### config.mk
export PLATFORM = sky130hd
export DESIGN_NAME = shift_seq_unit
export DESIGN_NICKNAME = d
export VERILOG_FILES = /design/src/rtl/shift_seq_pkg.sv /design/src/rtl/shift_seq_unit_step.sv /design/src/rtl/shift_seq_unit.sv
export SDC_FILE = /design/constraint.sdc
export NUM_CORES = 1
export LEC_CHECK = 0
export CORE_MARGIN = 2
export CORE_UTILIZATION = 50
export DETAILED_ROUTE_END_ITERATION = 16
export PLACE_DENSITY = 0.83
export SYNTH_ARGS = -nofsm -noshare
export SYNTH_HDL_FRONTEND = slang
export SYNTH_SLANG_ARGS = --single-unit
### constraint.sdc
create_clock -name clk -period 2.7 [get_ports clk]
set_input_delay 0.54 -clock clk [delete_from_list [all_inputs] [get_ports clk]]
set_output_delay 0.54 -clock clk [all_outputs]
set_load 0.01 [all_outputs]
### src/rtl/shift_seq_pkg.sv
// rtl/shift_seq_pkg.sv - shared types and helpers for the iterative shift unit
package shift_seq_pkg;

    typedef enum logic [1:0] {
        SH_SLL = 2'b00,
        SH_SRL = 2'b01,
        SH_SRA = 2'b10,
        SH_ILL = 2'b11
    } shift_op_e;

    typedef enum logic [1:0] {
        IDLE  = 2'b00,
        SHIFT = 2'b01,
        DONE  = 2'b10
    } state_e;

    // Width of a shift amount; never collapses to zero bits.
    function automatic int shamt_width(input int data_width);
        return (data_width > 1) ? $clog2(data_width) : 1;
    endfunction

endpackage

### src/rtl/shift_seq_unit_step.sv
// rtl/shift_seq_unit_step.sv - one narrow shift step of at most SHIFT_STEP positions
module shift_step
    import shift_seq_pkg::*;
#(
    parameter int DATA_WIDTH = 32,
    parameter int SHAMT_W    = 5,
    parameter int SHIFT_STEP = 4
) (
    input  logic [DATA_WIDTH-1:0] acc,
    input  shift_op_e             op,
    input  logic [SHAMT_W-1:0]    step,
    output logic [DATA_WIDTH-1:0] res
);

    // A step never exceeds the largest legal shift amount, so cap the mux there.
    localparam int MAX_K = (SHIFT_STEP < DATA_WIDTH) ? SHIFT_STEP : DATA_WIDTH - 1;

    always_comb begin
        res = acc;
        for (int k = 1; k <= MAX_K; k++) begin
            if (step == SHAMT_W'(k)) begin
                case (op)
                    SH_SLL:  res = acc << k;
                    SH_SRL:  res = acc >> k;
                    SH_SRA:  res = DATA_WIDTH'($signed(acc) >>> k);
                    default: res = acc;
                endcase
            end
        end
    end

endmodule

### src/rtl/shift_seq_unit.sv
// rtl/shift_seq_unit.sv - multi-cycle SLL/SRL/SRA unit with valid/ready handshakes
module shift_seq_unit
    import shift_seq_pkg::*;
#(
    parameter int DATA_WIDTH    = 32,
    parameter int OPCODE_LENGTH = 4,
    parameter int SHIFT_STEP    = 4
) (
    input  logic                     clk,
    input  logic                     reset,
    input  logic                     in_valid,
    output logic                     in_ready,
    input  logic [1:0]               Op,
    input  logic [OPCODE_LENGTH-1:0] ALUCtl,
    input  logic [DATA_WIDTH-1:0]    SrcA,
    input  logic [DATA_WIDTH-1:0]    Immediate,
    input  logic                     flush,
    output logic                     out_valid,
    input  logic                     out_ready,
    output logic [DATA_WIDTH-1:0]    Rd,
    output logic [OPCODE_LENGTH-1:0] Tag,
    output logic                     busy
);

    localparam int SHAMT_W = shamt_width(DATA_WIDTH);
    localparam logic [SHAMT_W:0] STEP_LIM = (SHAMT_W + 1)'(SHIFT_STEP);

    state_e                     state_q, state_d;
    shift_op_e                  op_q;
    logic [DATA_WIDTH-1:0]      acc_q, acc_next;
    logic [OPCODE_LENGTH-1:0]   tag_q;
    logic [SHAMT_W-1:0]         rem_q, step, load_rem;
    logic                       accept;
    logic                       imm_unused;

    assign imm_unused = ^Immediate[DATA_WIDTH-1:SHAMT_W];

    // Illegal op degenerates to a pass-through by never shifting.
    assign load_rem = (Op == SH_ILL) ? '0 : Immediate[SHAMT_W-1:0];
    assign step     = ({1'b0, rem_q} <= STEP_LIM) ? rem_q : STEP_LIM[SHAMT_W-1:0];

    shift_step #(
        .DATA_WIDTH (DATA_WIDTH),
        .SHAMT_W    (SHAMT_W),
        .SHIFT_STEP (SHIFT_STEP)
    ) u_step (
        .acc  (acc_q),
        .op   (op_q),
        .step (step),
        .res  (acc_next)
    );

    always_ff @(posedge clk or posedge reset) begin
        if (reset) begin
            state_q <= IDLE;
            acc_q   <= '0;
            op_q    <= SH_SLL;
            tag_q   <= '0;
            rem_q   <= '0;
        end else begin
            state_q <= state_d;
            if (accept) begin
                acc_q <= SrcA;
                op_q  <= shift_op_e'(Op);
                tag_q <= ALUCtl;
                rem_q <= load_rem;
            end else if (state_q == SHIFT && !flush) begin
                acc_q <= acc_next;
                rem_q <= rem_q - step;
            end
        end
    end

    always_comb begin
        state_d   = state_q;
        in_ready  = 1'b0;
        out_valid = 1'b0;
        busy      = 1'b1;
        accept    = 1'b0;
        case (state_q)
            IDLE: begin
                in_ready = 1'b1;
                busy     = 1'b0;
                if (in_valid && !flush) begin
                    accept  = 1'b1;
                    state_d = (load_rem == '0) ? DONE : SHIFT;
                end
            end
            SHIFT: begin
                if (rem_q == step) state_d = DONE;
            end
            DONE: begin
                out_valid = 1'b1;
                if (out_ready) state_d = IDLE;
            end
            default: state_d = IDLE;
        endcase
        if (flush) state_d = IDLE;
    end

    assign Rd  = acc_q;
    assign Tag = tag_q;

endmodule

==> impl_metrics.yaml <==
clocking:
  cts.repair.resized: 0
  hold_buffers: 0
  cts_num_sinks: 45
  cts_buffers: 5
  cts_root_buffer: "clkbuf_8"
  cts_setup_buffers: 0
  clock_latency_ns: 0.30
  clkTransAtPathRegs_ns: 0.09
  h-tree-depth: 2
  clock_tree.buffer_depth: 2
  cts_tree: "built"
sta:
  finalClockSkew_ns: 0.006933
  min_period_over_period: 0.8410
  max_freq_mhz: 440.4
  hold-worst-slack_ns: 0.4924
  slew_viol_final: 0
  finalSetupTns_ns: 0
  fin_ws_ns: 0.4293
  setup_viol: 0
  tightest_slew_ns: 0.7059
  hold_violations: 0
  rsz0062_at_grt: "no"
  slew-limit-headroom: 0.5281
  period_needed_ns: 2.271
finish:
  fin_area_um2: 5291
  area_delta_synth_final_pct: 26.69
  antenna_cells: 0
  final_core_util: 0.6472
  layout-drive-gt1-share: 0.1250
  layout.nets: 687
global_route:
  grt_use_met3: 0.04822
  grt_pass1_wl_mm: 22.82
  grtUsageTotal: 0.3117
  grt_pass1_vias: 4638
  grt_max_degree: 55
  overflow: 0
  use_met2: 0.5123
  grtUsageMet1: 0.4224
  antenna_found_initial: 0
  grt_busiest_layer: "met2"
worst_setup_path:
  cp.arrival_ns: 2.45
  crit_family: "compound AO/OA/AOI/OAI gates"
  end_kind: "flop"
  cp-start-kind: "flop"
  crit_fanout: 8
  reg2reg_to: "Rd[2]"
  crit_required_ns: 2.88
  rrSetupSlack_ns: 0.43
  crit_chain: "inv_1 > ha_1 > buf_4 > o21ai_1 > o221ai_1 > a311oi_1 > o22ai_1"
  crit_buf_inv: 2
  worstSetupPathType: "reg -> reg"
  worstReg2RegStart: "op_q[0]"
  cp_slowest_cell: "o21ai_1"
  r2r_cells: 7
  critPathMaxStageDelay_ns: 0.45
logic_synthesis:
  synth_edf_count: 0
  syn_area_um2: 4177
  ys.flop_type: "dfrtp_1"
  async_flop_share: 1.000
  netlist.area_leader.share: 0.2696
  syn_avg_cell_area_um2: 7.792
  yosys_warnings: 0
  synthMostInstantiatedCell: "nand2_1"
  ys_seq_area_frac: 0.2696
  synth-seq-cells: 45
  synth_top_area_cell: "dfrtp_1"
  ys_types: 51
  synth_common_cells: "103 x nand2_1, 55 x o211ai_1, 45 x dfrtp_1, 36 x a21oi_1, 33 x nor3_1"
  synth_area_leaders: "dfrtp_1 27%, a221oi_2 10%, o211ai_1 9.9%, nand2_1 9.3%, nand2b_1 4.5%"
  synth_cells: 536
  synth_nets: 615
drt:
  wirelength_mm: 13.80
  via_count: 4882
  viasPerCell: 6.847
  route.detailed.drc: 0
  initialDrtViolationCount: 704
  drt_first_pass_iters: 7
  wl_per_cell_um: 19.36
  ant_nets: 0
floorplan:
  core_um2: 8175
  rows: 33
  start_util: 0.5109
  die_x_um: 95.40
  die_y_um: 95.40
  num_io_pins: 114
  die-area_um2: 9100
placed_design:
  place.gp.congestion: 0.9758
  place_area_um2: 5205
  portBuffers: 86
  hpwl_mm: 9.823
  place_ws_ns: 0.1346
power_and_ir_drop:
  power_density_nw_per_um2: 1283
  vdd_ir_drop_max_mv: 0.6831
  p_leak_uw: 0.002170
min_path:
  hold_end: "Tag[1]"
  worstHoldPathType: "reg -> reg"
  hp-start: "Tag[1]"
  whs_path_depth: 2
run_status:
  status: "finished clean"
job:
  maxCapViolCount: 0
==> worst reg2reg max path: cells and delay by family (launching register included) <==
kind	cells	cell delay, ns
AO/OA/AOI/OAI	4	1.16
flip-flops	1	0.37
adder cells (fa/ha/maj)	1	0.33
buffers and inverters	2	0.29
==> kinds of logic after synthesis <==
| kind of cell | after synthesis | share of synthesized area |
|---|---|---|
| multiplexers | 3 | 0.007190 |
| AO/OA/AOI/OAI | 195 | 0.3706 |
| AND/OR/NAND/NOR | 226 | 0.2678 |
| buffers and inverters | 62 | 0.07190 |
| other | 1 | 0.0008979 |
| adder cells (fa/ha/maj) | 4 | 0.01198 |
| flip-flops | 45 | 0.2696 |
==> routing by layer <==
layer  wire (um)  part of all wire
met5           0                 0
met4         204             0.015
met3        1445              0.10
met2        6523              0.47
met1        5629              0.41
==> sequential cells by signal, indices dropped and copies added (netlist names) <==
register	cells
Rd	32
Tag	4
op_q	2
rem_q	5
state_q	2
==> report_power, final <==
group	switching (uW)	leakage [uW]	internal (uW)	total, uW
Combinational	2870	0.00161	2080	4950
Sequential	410	0.000518	972	1380
Clock	250	0.0000443	204	454
==> final cells by class <==
type / instances / area [um^2]
multi-input combinational: 429 / 2766
inverter: 10 / 37.54
sequential: 45 / 1126
clock buffer: 7 / 86.33
timing repair buffer: 117 / 1144
fill: 701 / 2884
tap: 105 / 131.4
==> layout by cell type, fill, tap and decap left out, types with 6 or more instances in the layout <==
cell and instances:
buf_4 27, nand3_1 8, o21ai_0 15, a21oi_1 36
nor3_1 32, clkdlybuf4s50_1 86, nand2_1 103, dfrtp_1 45
o22ai_1 29, nand2b_1 30, o211ai_1 55, inv_1 9
nor2_1 8, nand4_1 28, clkbuf_8 6, a221oi_2 28
==> worst max path at each step <==
stage | from | endpoint | slack [ns] | cells after the start
floorplan | rem_q[4] | rem_q[2] | 0.70 | 10
global placement | in_valid | Rd[21] | 0.22 | 6
detailed placement | in_valid | Rd[18] | 0.13 | 6
CTS | state_q[0] | in_ready | 0.45 | 3
global route | op_q[0] | Rd[2] | 0.25 | 7
finish | op_q[0] | Rd[2] | 0.43 | 7
==> stage by stage <==
| stage | total power [uW] | std cells |
|---|---|---|
| floorplan | 4677 | 536 |
| global placement | 6076 | 706 |
| detailed placement | 6215 | 706 |
| CTS | 6682 | 713 |
| global route | 7296 | 713 |
| finish | 6787 | 713 |
(Power assumes the default switching activity.)
